===== config.mk =====
export PLATFORM = sky130hd
export DESIGN_NAME = uart_program_loader
export DESIGN_NICKNAME = d
export VERILOG_FILES = /design/src/rtl/uart_program_loader.sv
export SDC_FILE = /design/constraint.sdc
export NUM_CORES = 1
export LEC_CHECK = 0
export ABC_AREA = 1
export BUFFER_PORTS_ARGS = -buffer_cell sky130_fd_sc_hd__buf_2
export CORE_ASPECT_RATIO = 1.5
export CORE_MARGIN = 8
export CORE_UTILIZATION = 62
export DETAILED_ROUTE_END_ITERATION = 10
export GPL_TIMING_DRIVEN = 0
export HOLD_SLACK_MARGIN = 0.02
export PLACE_DENSITY = 0.83
export SYNTH_ARGS = -nofsm -noshare
export SYNTH_HDL_FRONTEND = slang
export SYNTH_SLANG_ARGS = --single-unit

===== constraint.sdc =====
create_clock -name CLK -period 3.8 [get_ports CLK]
set_clock_uncertainty 0.15 [all_clocks]
set_input_delay 0.57 -clock CLK [delete_from_list [all_inputs] [get_ports CLK]]
set_output_delay 0.57 -clock CLK [all_outputs]
set_load 0.01 [all_outputs]

===== src/rtl/uart_program_loader.sv =====
`default_nettype none
// +--------------------------------------------------------------------------+
// | uart_program_loader: waits for the device start byte, then streams a     |
// | size byte and PROG_SIZE bytes from program memory over uart_tx.          |
// | Revision: 1.0                                                            |
// +--------------------------------------------------------------------------+
module uart_program_loader #(
  parameter logic [7:0]  START_BYTE     = 8'd100,
  parameter logic [23:0] TIMEOUT_CYCLES = 24'd10_000_000
) (
  input  logic       CLK,
  input  logic       RESET,
  input  logic       START,
  input  logic [7:0] PROG_SIZE,
  output logic [7:0] MEM_ADDR,
  output logic       MEM_EN,
  input  logic [7:0] MEM_DATA,
  input  logic       RX_DONE,
  input  logic [7:0] RX_DATA,
  output logic       TX_SEND,
  output logic [7:0] TX_DATA,
  input  logic       TX_READY,
  output logic       BUSY,
  output logic       DONE,
  output logic       ERROR,
  output logic [7:0] BYTE_COUNT
);

  typedef enum logic [3:0] {
    S_IDLE          = 4'd0,
    S_WAIT_START    = 4'd1,
    S_SIZE_SEND     = 4'd2,
    S_SIZE_RDY_LOW  = 4'd3,
    S_SIZE_WAIT_RDY = 4'd4,
    S_MEM_READ      = 4'd5,
    S_MEM_LATCH     = 4'd6,
    S_DATA_SEND     = 4'd7,
    S_DATA_RDY_LOW  = 4'd8,
    S_DATA_WAIT_RDY = 4'd9,
    S_NEXT          = 4'd10,
    S_DONE          = 4'd11,
    S_ERROR         = 4'd12
  } state_t;

  state_t      state_q, state_d;
  logic [7:0]  size_q, size_d;
  logic [7:0]  count_q, count_d;
  logic [23:0] timer_q, timer_d;
  logic        tx_send_q, tx_send_d;
  logic [7:0]  tx_data_q, tx_data_d;
  logic        mem_en_q, mem_en_d;
  logic [7:0]  mem_addr_q, mem_addr_d;
  logic        busy_q, busy_d;
  logic        done_q, done_d;
  logic        error_q, error_d;

  always_comb begin
    state_d    = state_q;
    size_d     = size_q;
    count_d    = count_q;
    timer_d    = timer_q;
    tx_send_d  = 1'b0;
    tx_data_d  = tx_data_q;
    mem_addr_d = mem_addr_q;
    busy_d     = !(state_q == S_IDLE || state_q == S_DONE || state_q == S_ERROR);
    done_d     = (state_q == S_DONE);
    error_d    = (state_q == S_ERROR);

    case (state_q)
      S_IDLE, S_DONE, S_ERROR: begin
        if (START) begin
          if (PROG_SIZE == 8'd0) begin
            state_d = S_ERROR;
          end else begin
            size_d  = PROG_SIZE;
            count_d = 8'd0;
            timer_d = 24'd0;
            state_d = S_WAIT_START;
          end
        end
      end
      S_WAIT_START: begin
        // The start byte takes priority over a coincident timeout.
        if (RX_DONE && RX_DATA == START_BYTE) begin
          state_d = S_SIZE_SEND;
        end else if (timer_q == TIMEOUT_CYCLES - 24'd1) begin
          state_d = S_ERROR;
        end else begin
          timer_d = timer_q + 24'd1;
        end
      end
      S_SIZE_SEND: begin
        tx_data_d = size_q;
        tx_send_d = 1'b1;
        state_d   = S_SIZE_RDY_LOW;
      end
      S_SIZE_RDY_LOW:  state_d = S_SIZE_WAIT_RDY;
      S_SIZE_WAIT_RDY: if (TX_READY) state_d = S_MEM_READ;
      S_MEM_READ:      state_d = S_MEM_LATCH;
      S_MEM_LATCH: begin
        tx_data_d = MEM_DATA;
        state_d   = S_DATA_SEND;
      end
      S_DATA_SEND: begin
        tx_send_d = 1'b1;
        state_d   = S_DATA_RDY_LOW;
      end
      S_DATA_RDY_LOW:  state_d = S_DATA_WAIT_RDY;
      S_DATA_WAIT_RDY: if (TX_READY) state_d = S_NEXT;
      S_NEXT: begin
        count_d = count_q + 8'd1;
        if ({1'b0, count_q} + 9'd1 == {1'b0, size_q}) state_d = S_DONE;
        else state_d = S_MEM_READ;
      end
      default: state_d = S_IDLE;
    endcase

    // Read is issued on entry to MEM_READ so the synchronous memory's data
    // is valid by the time MEM_LATCH captures it.
    mem_en_d = (state_d == S_MEM_READ) || (state_d == S_MEM_LATCH);
    if (state_d == S_MEM_READ) mem_addr_d = count_d;
  end

  always_ff @(posedge CLK) begin
    if (RESET) begin
      state_q    <= S_IDLE;
      size_q     <= 8'd0;
      count_q    <= 8'd0;
      timer_q    <= 24'd0;
      tx_send_q  <= 1'b0;
      tx_data_q  <= 8'd0;
      mem_en_q   <= 1'b0;
      mem_addr_q <= 8'd0;
      busy_q     <= 1'b0;
      done_q     <= 1'b0;
      error_q    <= 1'b0;
    end else begin
      state_q    <= state_d;
      size_q     <= size_d;
      count_q    <= count_d;
      timer_q    <= timer_d;
      tx_send_q  <= tx_send_d;
      tx_data_q  <= tx_data_d;
      mem_en_q   <= mem_en_d;
      mem_addr_q <= mem_addr_d;
      busy_q     <= busy_d;
      done_q     <= done_d;
      error_q    <= error_d;
    end
  end

  assign MEM_ADDR   = mem_addr_q;
  assign MEM_EN     = mem_en_q;
  assign TX_SEND    = tx_send_q;
  assign TX_DATA    = tx_data_q;
  assign BUSY       = busy_q;
  assign DONE       = done_q;
  assign ERROR      = error_q;
  assign BYTE_COUNT = count_q;

endmodule
`default_nettype wire


After elaboration in Yosys (flattened, before gate mapping)
Index checks and enable logic that the tools add are counted.

$add $sub $neg: 3. Eq/ne operators: 21. Mux-type cells: 18. Bitwise operators: 1. Reduce and logical (&&, ||, !) cells: 13.

Operators by type and width (count): 24-bit two-way mux (4); 24-bit one-hot mux with 2 select lines (1); 4-bit one-hot mux with 11 select lines (1); 8-bit one-hot mux with 2 select lines (2); 4-bit two-way mux (7); 24-bit by 1-bit adder with 24-bit output (second input constant) (1); 24-bit equality test (second input constant) (1); 4-bit by 3-bit equality test with 1-bit output (second input constant) (6); 4-bit equality test (second input constant) (5); 8-bit two-way mux (2); 8-bit by 1-bit adder with 9-bit output (second input constant) (1); 9-bit by 8-bit equality test with 1-bit output (1); 8-bit by 1-bit adder with 8-bit output (second input constant) (1); 4-bit by 2-bit equality test with 1-bit output (second input constant) (2); 8-bit by 7-bit equality test with 1-bit output (second input constant) (1); 8-bit logical NOT (1); 2-bit != test (second input constant) (4); 5-bit AND reduction (1); 4-bit by 1-bit equality test with 1-bit output (second input constant) (1); 4-bit logical NOT (1); 2-bit nonzero test (2); 1-bit logical OR (3); 3-bit AND reduction (1); 3-bit OR reduction (1); other kinds (5) (5).

Flip-flop bits (word level): 65. Bits of input ports: 29. Output and inout port bits: 29. Word-level logic and storage cells: 67.

Depth between registers and ports, before layout
Gate-level depths: netlist of run 1.

Word-level depth: 6. Gate-level depth with buffers: 17. Depth with buffers taken out: 17.

Worst setup path before layout of run 1
No wires, ideal clock.

Path kind: flip-flop to flip-flop. Start point: reg count_q[0], in the netlist BYTE_COUNT[0]. End point: reg mem_addr_q[0], in the netlist MEM_ADDR[0]. Setup time: 0.113 ns. Data arrival time: 1.709 ns. Required time: 3.537 ns. Setup slack: 1.828 ns. Cell stages (with the launch flop): 15. Period minus slack after synthesis: 1.972 ns. Path through: dfxtp_1 -> ha_1 -> nand3_1 -> o21ai_1 -> nand2_1 -> nand2_1 -> nand2_1 -> nor2_1 -> nand3_2 -> nand2_2 -> nand2_4 -> inv_2 -> nor2_4 -> nor2_1 -> nor2_1.

Word-level cells in the longest chain between the ends: 5. Elaborated cells on any way between the ends: 9. Classes of those cells: add/sub: 2; eq/ne: 2; mux: 5.

Ends and longest elaborated chain: from (decl) (line 47) `logic [7:0] count_q, count_d;`; from (signal assigned) (line 140) `count_q <= count_d;`; 8-bit by 1-bit adder with 9-bit output (line 112) `if ({1'b0, count_q} + 9'd1 == {1'b0, size_q}) state_d = S_DONE;`; 9-bit by 8-bit equality test with 1-bit output (line 112); 4-bit two-way mux (line 112); 4-bit one-hot mux with 11 select lines (line 69) `case (state_q)`; 4-bit by 3-bit equality test with 1-bit output (line 121) `if (state_d == S_MEM_READ) mem_addr_d = count_d;`; to (signal assigned) (line 145) `mem_addr_q <= mem_addr_d;`; to (decl) (line 52) `logic [7:0] mem_addr_q, mem_addr_d;`.

Several ways; a longest one is shown, not always the timed one. A chain may end at the register's enable or synchronous reset.

Final worst setup path of run 1
Start point: reg state_q[3]. End point: reg mem_addr_q[0], in the netlist MEM_ADDR[0].

Word-level cells in the longest chain between the ends: 4. Elaborated cells on any way between the ends: 22. Classes of those cells: eq/ne: 13; mux: 7; reduce/logical: 2.

Ends and longest elaborated chain: from (decl) (line 45) `state_t state_q, state_d;`; from (signal assigned) (line 138) `state_q <= state_d;`; 4-bit equality test (tied with other cells) (line 69); 3-bit OR reduction or 4-bit two-way mux (tied branches) (line 69, 84); 4-bit one-hot mux with 11 select lines (line 69); 4-bit by 3-bit equality test with 1-bit output (line 121).

Several ways; a longest one is shown, not always the timed one.

==> impl_summary.txt, run 1 <==
----------------------------------------------------
[Placement]
  Port Buffers ... 57
  Final RePlAce weighted congestion ... 0.973
  Placed inst area ... 4160 um^2
  Pre-CTS worst setup slack ... 1470 ps
  Placed wire-length estimate after detailed placement ... 8.28 mm

[Critical path]
  CP dominant cell by count ... nand2_1
  Flop-to-flop setup slack ... 1390 ps
  Worst path cell trace ... nand2_2 > nor2_1 > inv_1 > nand2_1 > nand2_1 > o21ai_0 > nand3_1 > nand2_1 > nor2_1
  Top Family by Delay on Critical Path ... simple AND/OR/NAND/NOR gates
  Sort of element at the start of the critical path ... flop
  Number of buffer and inverter instances along the worst setup path ... 1
  Cell with the biggest individual delay on the critical path ... nor2_1
  Delay contributed by the slowest stage of the critical path ... 520 ps
  Category of the worst setup path capture point ... flop
  Critical path class ... reg2reg
  Critical Path AT ... 2510 ps
  Critical-path maximum fanout ... 7
  Data required time of the worst path ... 3900 ps

[GRT]
  Gr usage total ... 0.238
  Overflow left after global routing ... 0
  Antenna violations before repair ... 0
  Global-route wire length before repair ... 16.9 mm
  Number of global-route vias before repair ... 3766
  Maximum number of pins on one net before global-route repair ... 12

[Finish]
  Final nets ... 671
  Commonest non-fill, non-tap cell in the layout ... nand2_1
  Growth of design area from synthesis to finish ... 16.5%
  Share of cells above drive strength 1 ... 0.211
  Diode count ... 0
  Filler cell count in the final layout ... 520
  Most frequent cells in the layout ... nand2_1, nor2_1, inv_1
  Cell area after layout ... 4400 um^2

[Drt]
  Average routed wire per standard cell ... 14.5 um
  Post-route ant nets ... 0
  Number of detailed-route iterations in the first pass ... 7
  Via Count ... 3915
  Number of violations reported at the end of detailed-routing iteration 0 ... 246
  Vias per cell ... 5.45
  Wire length reported by the detailed router ... 10.4 mm
  DRC violation count after routing ... 0

[Clocking]
  Count of cells resized by post-cts repair ... 0
  Clock latency of the later-clocked register in the worst-skew pair ... 350 ps
  Maximum clock path buffer count ... 2
  Clock edge transition at the registers on the reported setup and hold paths ... 80 ps
  Sinks on Clock Net ... 65
  CTS tree ... built
  Clock tree root buffer cell ... clkbuf_8
  Number of setup buffers added after CTS ... 0
  TritonCTS buffer count ... 9
  Number of H-tree levels ... 3
  CTS Hold Bufs ... 0

[Timing]
  Final-layout setup total negative slack ... 0 ps
  Total setup violations reported at the end of the flow ... 0
  Fin crit period ... 2410 ps
  Actual slew at the worst max-slew pin ... 779 ps
  RSZ-0062 raised after global routing ... no
  Tightest slew margin relative to the limit ... 0.481
  Final number of max-transition violations ... 0
  Period Utilization, post-route ... 0.635
  Final hold violation count ... 0
  Top achievable clock speed ... 415 MHz
  Worst-case hold slack ... 324 ps
  Final WS setup ... 1390 ps

[Logic synthesis]
  Avg Synthesized Cell Area ... 6.61 um^2
  Flip-flop and latch count after synthesis ... 65
  Register area share after synthesis ... 0.344
  Share of flip-flops with an asynchronous set or reset ... 0
  Gate count after technology mapping ... 572
  Most used flip-flop cell after synthesis ... dfxtp_1
  Synthesized net count ... 603
  Syn. warnings ... 0
  Cell variety after synth ... 37
  Post-synth EDFFs ... 0
  Synth Cell Area ... 3780 um^2

[Pwr]
  Share of power burned in combinational logic ... 0.429
  Sequential share of power ... 0.310
  Clock power share ... 0.260
  Power consumption ... 2800 uW
  Maximum vdd drop ... 0.544 mV
  Total power divided by cell area ... 636 nW/um^2
  Net switching power figure ... 1140 uW
  Design internal power ... 1650 uW
  Leakage power ... 0.00184 uW
  Switching power share of the total ... 0.409

[Flow run]
  Maximum capacitance violations ... 0

[Floorplan]
  Placeable Area ... 6000 um^2
  Die span in y ... 112 um
  Row count ... 35
  Die footprint ... 8900 um^2
  Initial core utilization ... 0.630
  Number of primary I/O pins ... 58
  Horizontal die dimension ... 79.7 um

[Outcome]
  Run status ... finished, final reports clean

[Worst hold path]
  Class of the most critical hold timing path ... reg2reg

----------------------------------------------------
==> logic make-up after synthesis <==
family                   Yosys count  share of synthesized area
adder cells (fa/ha/maj)            2                    0.00662
AO/OA/AOI/OAI                     76                      0.126
AND/OR/NAND/NOR                  327                      0.393
flip-flops                        65                      0.344
buffers and inverters             91                      0.104
XOR/XNOR                          11                     0.0255
==> flip-flops by register name, summed over array words and instances, names as in the netlist <==
register and count:
timer_q 24, BYTE_COUNT 8, MEM_ADDR 8, TX_DATA 8, size_q 8, state_q 4, BUSY 1, DONE 1
ERROR 1, MEM_EN 1, TX_SEND 1
==> cells in the mapped netlist, types with 9 or more instances <==
library cell	number	area share
inv_1	69	0.069
nand3_1	41	0.054
a21oi_2	10	0.023
o211ai_1	10	0.020
nand2_1	136	0.14
nor2_1	86	0.085
a21oi_1	24	0.032
o21ai_0	16	0.021
nor3_1	9	0.012
nand2_2	17	0.028
dfxtp_1	65	0.34
nand4_1	14	0.023
==> path summary, 6_finish.rpt <==
| kind | startpoint | cells past startpoint | endpoint |
|---|---|---|---|
| hold / removal | timer_q[4] | 2 | timer_q[4] |
| setup reg to reg | state_q[3] | 9 | MEM_ADDR[0] |
| setup / recovery | state_q[3] | 9 | MEM_ADDR[0] |
| hold reg to reg | timer_q[4] | 2 | timer_q[4] |
==> per-stage QoR <==
stage	std cells	utilization
finish	719	0.733
global route	719	0.733
CTS	719	0.733
detailed placement	703	0.693
global placement	703	0.693
floorplan	572	-
==> worst reg2reg max path: cells and delay by family (launching register included) <==
kind	cells	cell delay, ps
compound gates	1	150
buf+inv	1	270
flops	1	470
simple gates	7	1280
==> cell type report <==
class | count | area (um^2) | share of cell area
plain buffers | 14 | 105 | 0.0239
clock buffers | 11 | 141 | 0.0321
clock inverters | 5 | 103 | 0.0233
inverters | 77 | 289 | 0.0657
multi-input cells | 416 | 2080 | 0.473
flip-flops and latches | 65 | 1300 | 0.296
well taps | 74 | 92.6 | 0.0210
repair buffers | 57 | 285 | 0.0648
==> per-layer routing <==
layer | up-vias | track usage | share of wire
met5 | - | 0 | 0
met4 | 0 | 0.138 | 0.046
met3 | 34 | 0.0556 | 0.061
met2 | 135 | 0.439 | 0.55
met1 | 1771 | 0.227 | 0.35
li1 | 1975 | - | -
==> power groups by stage <==
| stage | logic, uW | clock network [uW] | registers [uW] |
|---|---|---|---|
| final | 1200 | 728 | 868 |
| after global routing | 1310 | 769 | 877 |
| after CTS | 1200 | 734 | 866 |
| after detailed placement | 1200 | 0 | 882 |
| after global placement | 1180 | 0 | 878 |
| after floorplan | 881 | 0 | 886 |
Note: power is estimated with default switching activity, not from simulation.
==> inputs of run 2 (changes only) <==
- CORE_UTILIZATION: 62 -> 57
- PLACE_DENSITY: 0.83 -> 0.77
- clock period: 3.8 -> 2.4 ns (I/O delays scaled with it)
==> impl_summary.txt, run 2 (synthesis results as in run 1) <==
----------------------------------------------------
[Outcome]
  Run status ... finished, final reports clean

[GRT]
  Gr usage total ... 0.227
  Number of global-route vias before repair ... 3800
  Antenna violations before repair ... 0
  Global-route wire length before repair ... 16.9 mm
  Overflow left after global routing ... 0
  Maximum number of pins on one net before global-route repair ... 11

[Finish]
  Filler cell count in the final layout ... 607
  Max reg flops ... 24
  Commonest non-fill, non-tap cell in the layout ... nand2_1
  Cell area after layout ... 4380 um^2
  Most frequent cells in the layout ... nand2_1, nor2_1, inv_1
  Share of cells above drive strength 1 ... 0.217
  Largest reg by FF count ... timer_q
  Growth of design area from synthesis to finish ... 15.8%
  Final nets ... 672
  Diode count ... 0

[Timing]
  Final hold violation count ... 0
  Tightest slew margin relative to the limit ... 0.514
  Total setup violations reported at the end of the flow ... 0
  Final number of max-transition violations ... 0
  Actual slew at the worst max-slew pin ... 728 ps
  Fin crit period ... 2210 ps
  RSZ-0062 raised after global routing ... no
  Period Utilization, post-route ... 0.920
  Final-layout setup total negative slack ... 0 ps
  Top achievable clock speed ... 453 MHz

[Placement]
  Final RePlAce weighted congestion ... 0.979
  Placed inst area ... 4160 um^2
  Port Buffers ... 57
  Placed wire-length estimate after detailed placement ... 8.36 mm

[Pwr]
  Maximum vdd drop ... 0.645 mV
  Clock power share ... 0.225
  Switching power share of the total ... 0.421
  Power consumption ... 4200 uW
  Share of power burned in combinational logic ... 0.449
  Net switching power figure ... 1770 uW
  Sequential share of power ... 0.326
  Total power divided by cell area ... 959 nW/um^2
  Design internal power ... 2430 uW
  Leakage power ... 0.00183 uW

[Drt]
  Post-route ant nets ... 0
  Number of violations reported at the end of detailed-routing iteration 0 ... 182
  DRC violation count after routing ... 0
  Vias per cell ... 5.46
  Average routed wire per standard cell ... 14.5 um
  Via Count ... 3937
  Number of detailed-route iterations in the first pass ... 4
  Wire length reported by the detailed router ... 10.5 mm

[Worst hold path]
  Class of the most critical hold timing path ... in2reg
  HP Start ... PROG_SIZE[5]

[Floorplan]
  Number of primary I/O pins ... 58
  Placeable Area ... 6440 um^2
  Die footprint ... 9540 um^2
  Row count ... 36
  Die span in y ... 116 um
  Horizontal die dimension ... 82.5 um
  Initial core utilization ... 0.587

[Critical path]
  Worst setup path startpoint ... timer_q[1]
  Sort of element at the start of the critical path ... flop
  Critical Path AT ... 2330 ps
  Data required time of the worst path ... 2520 ps
  RR Startpoint ... timer_q[1]
  Critical path class ... reg2reg
  Category of the worst setup path capture point ... flop
  Critical-path maximum fanout ... 10

[Clocking]
  Sinks on Clock Net ... 65
  Maximum clock path buffer count ... 2
  CTS tree ... built
  TritonCTS buffer count ... 9
  Clock latency of the later-clocked register in the worst-skew pair ... 340 ps
  Number of H-tree levels ... 3
  Clock edge transition at the registers on the reported setup and hold paths ... 70 ps
  Clock tree root buffer cell ... clkbuf_8

[Flow run]
  Maximum capacitance violations ... 0

----------------------------------------------------
## run 2: through the flow
stage,util,worst slack (ps),hold WS (ps),std cells
2_1_floorplan,-,428,287,572
3_3_place_gp,0.646,95.0,297,705
3_5_place_dp,0.646,112,312,705
4_1_cts,0.676,86.3,164,720
5_1_grt,0.679,21.7,186,721
6_report,0.679,193,175,721
## run 2: power by group through the flow
stage	combinational, uW	sequential, uW	clock, uW
global placement	1860	1390	0
floorplan	1390	1400	0
global route	2080	1390	997
CTS	1890	1360	960
detailed placement	1890	1390	0
finish	1890	1370	946
## run 2: cell type report
cell class	count	area, um^2	share of cell area
Clock buffer	12	155	0.0354
Buffer	14	105	0.0240
Multi-Input combinational cell	416	2100	0.479
Inverter	77	289	0.0660
Clock inverter	3	40.0	0.00915
Timing Repair Buffer	58	293	0.0669
Tap cell	76	95.1	0.0217
Sequential cell	65	1300	0.298
## run 2: repair_timing
item	in CTS	in global routing
buffers inserted	0	1
hold buffers	0	0
resized for setup	0	5
endpoints found under the setup margin	0	22
## run 2: path summary, 6_finish.rpt
check / end / slack, ps / depth (start not counted)
setup / recovery: timer_q[13] / 190 / 13
hold / removal: size_q[5] / 180 / 3
setup reg to reg: timer_q[13] / 190 / 13
hold reg to reg: timer_q[14] / 330 / 2
## run 2: metal layers
| layer | wire [um] | GRT usage |
|---|---|---|
| met3 | 492 | 0.0373 |
| met2 | 5560 | 0.408 |
| met1 | 3800 | 0.221 |
| met4 | 606 | 0.171 |
| met5 | 0 | 0 |
## run 2: worst max-delay path: stages (launching register included)
cell and delay, ps:
dfxtp_1 380, ha_1 190, nand2_1 100, inv_1 70, nand2_1 100, nor2_4 140
nand4_1 180, nand2_1 100, nand2_1 80, nand2_4 140, buf_8 160, buf_12 150
nand2_2 50, a21oi_2 130
==> inputs of run 3 (changes only) <==
- CORE_ASPECT_RATIO: 1.5 -> 1.2
==> impl_summary.txt, run 3 (synthesis results as in run 1) <==
----------------------------------------------------
[Outcome]
  Run status ... finished, final reports clean

[Clocking]
  Maximum clock path buffer count ... 2
  CTS tree ... built
  Number of H-tree levels ... 3
  Clock tree root buffer cell ... clkbuf_8
  CTS Hold Bufs ... 0
  Sinks on Clock Net ... 65
  TritonCTS buffer count ... 9
  Clock latency of the later-clocked register in the worst-skew pair ... 350 ps
  Clock edge transition at the registers on the reported setup and hold paths ... 80 ps

[Timing]
  Actual slew at the worst max-slew pin ... 806 ps
  Fin crit period ... 2220 ps
  Worst-case hold slack ... 183 ps
  Final-layout setup total negative slack ... 0 ps
  Total setup violations reported at the end of the flow ... 0
  RSZ-0062 raised after global routing ... no
  Final number of max-transition violations ... 0
  Tightest slew margin relative to the limit ... 0.463
  Period Utilization, post-route ... 0.926
  Final hold violation count ... 0
  Top achievable clock speed ... 450 MHz

[Finish]
  Final core utilization ... 0.682
  Largest reg by FF count ... timer_q
  Most frequent cells in the layout ... nand2_1, nor2_1, inv_1
  Growth of design area from synthesis to finish ... 15.7%
  Cell area after layout ... 4370 um^2
  Commonest non-fill, non-tap cell in the layout ... nand2_1
  Share of cells above drive strength 1 ... 0.217
  Diode count ... 0
  Filler cell count in the final layout ... 589
  Max reg flops ... 24
  Final nets ... 671

[GRT]
  Antenna violations before repair ... 0
  GRT met3 Usage ... 0.0408
  Global-route wire length before repair ... 17.2 mm
  Global Route met1 Usage ... 0.214
  Gr usage total ... 0.219
  Number of global-route vias before repair ... 3817
  Met2 Use GR ... 0.415
  Overflow left after global routing ... 0
  Busiest metal layer after global routing ... met2
  Maximum number of pins on one net before global-route repair ... 12

[Pwr]
  Leakage power ... 0.00181 uW
  Total power divided by cell area ... 956 nW/um^2
  Maximum vdd drop ... 0.748 mV
  Power consumption ... 4180 uW

[Drt]
  Vias per cell ... 5.27
  Via Count ... 3849
  Number of detailed-route iterations in the first pass ... 5
  Number of violations reported at the end of detailed-routing iteration 0 ... 142
  Average routed wire per standard cell ... 14.1 um
  Post-route ant nets ... 0
  Wire length reported by the detailed router ... 10.3 mm
  DRC violation count after routing ... 0

[Floorplan]
  Initial core utilization ... 0.590
  Row count ... 32
  Horizontal die dimension ... 90.3 um
  Die footprint ... 9500 um^2
  Placeable Area ... 6410 um^2
  Number of primary I/O pins ... 58
  Die span in y ... 105 um

[Placement]
  Port Buffers ... 57
  Placed wire-length estimate after detailed placement ... 8.13 mm
  Final RePlAce weighted congestion ... 0.978
  Placed inst area ... 4170 um^2

[Critical path]
  Critical-path maximum fanout ... 10
  Sort of element at the start of the critical path ... flop
  Data required time of the worst path ... 2520 ps
  Category of the worst setup path capture point ... flop
  Critical Path AT ... 2350 ps
  Critical path class ... reg2reg

[Flow run]
  Maximum capacitance violations ... 0

[Worst hold path]
  Class of the most critical hold timing path ... in2reg

----------------------------------------------------
run 3: where the power goes:
group          internal, uW  switching, uW  total (uW)
combinational           653           1240        1900
clock                   479            437         916
sequential             1250            117        1370
total                  2380           1800        4180
run 3: per-stage QoR:
| step | instances | worst slack, ps |
|---|---|---|
| 6_report | 730 | 177 |
| 3_5_place_dp | 714 | 104 |
| 2_1_floorplan | 572 | 428 |
| 5_1_grt | 730 | 4.64 |
| 3_3_place_gp | 714 | 129 |
| 4_1_cts | 730 | 79.6 |
run 3: final timing paths:
check,from,end,slack [ps],cells after the start
min,MEM_DATA[5],TX_DATA[5],180,5
max reg2reg,timer_q[1],timer_q[10],180,13
min reg2reg,timer_q[4],timer_q[4],320,2
max,timer_q[1],timer_q[10],180,13
run 3: area by class of cell:
class | count | area (um^2) | share of cell area
inverter | 77 | 289 | 0.0661
sequential | 65 | 1300 | 0.298
tap | 85 | 106 | 0.0243
timing repair buffer | 57 | 285 | 0.0653
buffer | 14 | 105 | 0.0240
multi-input combinational | 416 | 2090 | 0.479
clock buffer | 11 | 131 | 0.0301
clock inverter | 5 | 56.3 | 0.0129
run 3: per-layer routing:
layer / routed length [um] / vias to the layer above
met5: 0 / -
met4: 422 / 0
met1: 4030 / 1730
li1: - / 1971
met2: 5360 / 113
met3: 508 / 35
run 3: critical path, cell delays in order, from the launching register on:
cell and delay, ps:
dfxtp_1 360, ha_1 170, nand2_1 100, inv_1 60, nand2_1 110, nor2_4 150, nand4_1 220, nand2_1 120
nand2_1 90, nand2_4 130, buf_8 160, buf_12 140, nand2_2 50, a21oi_2 130
run 3: repair_timing:
action,in CTS,in global routing
setup endpoints to repair,0,25
setup buffers,0,0
gates resized for setup,0,6
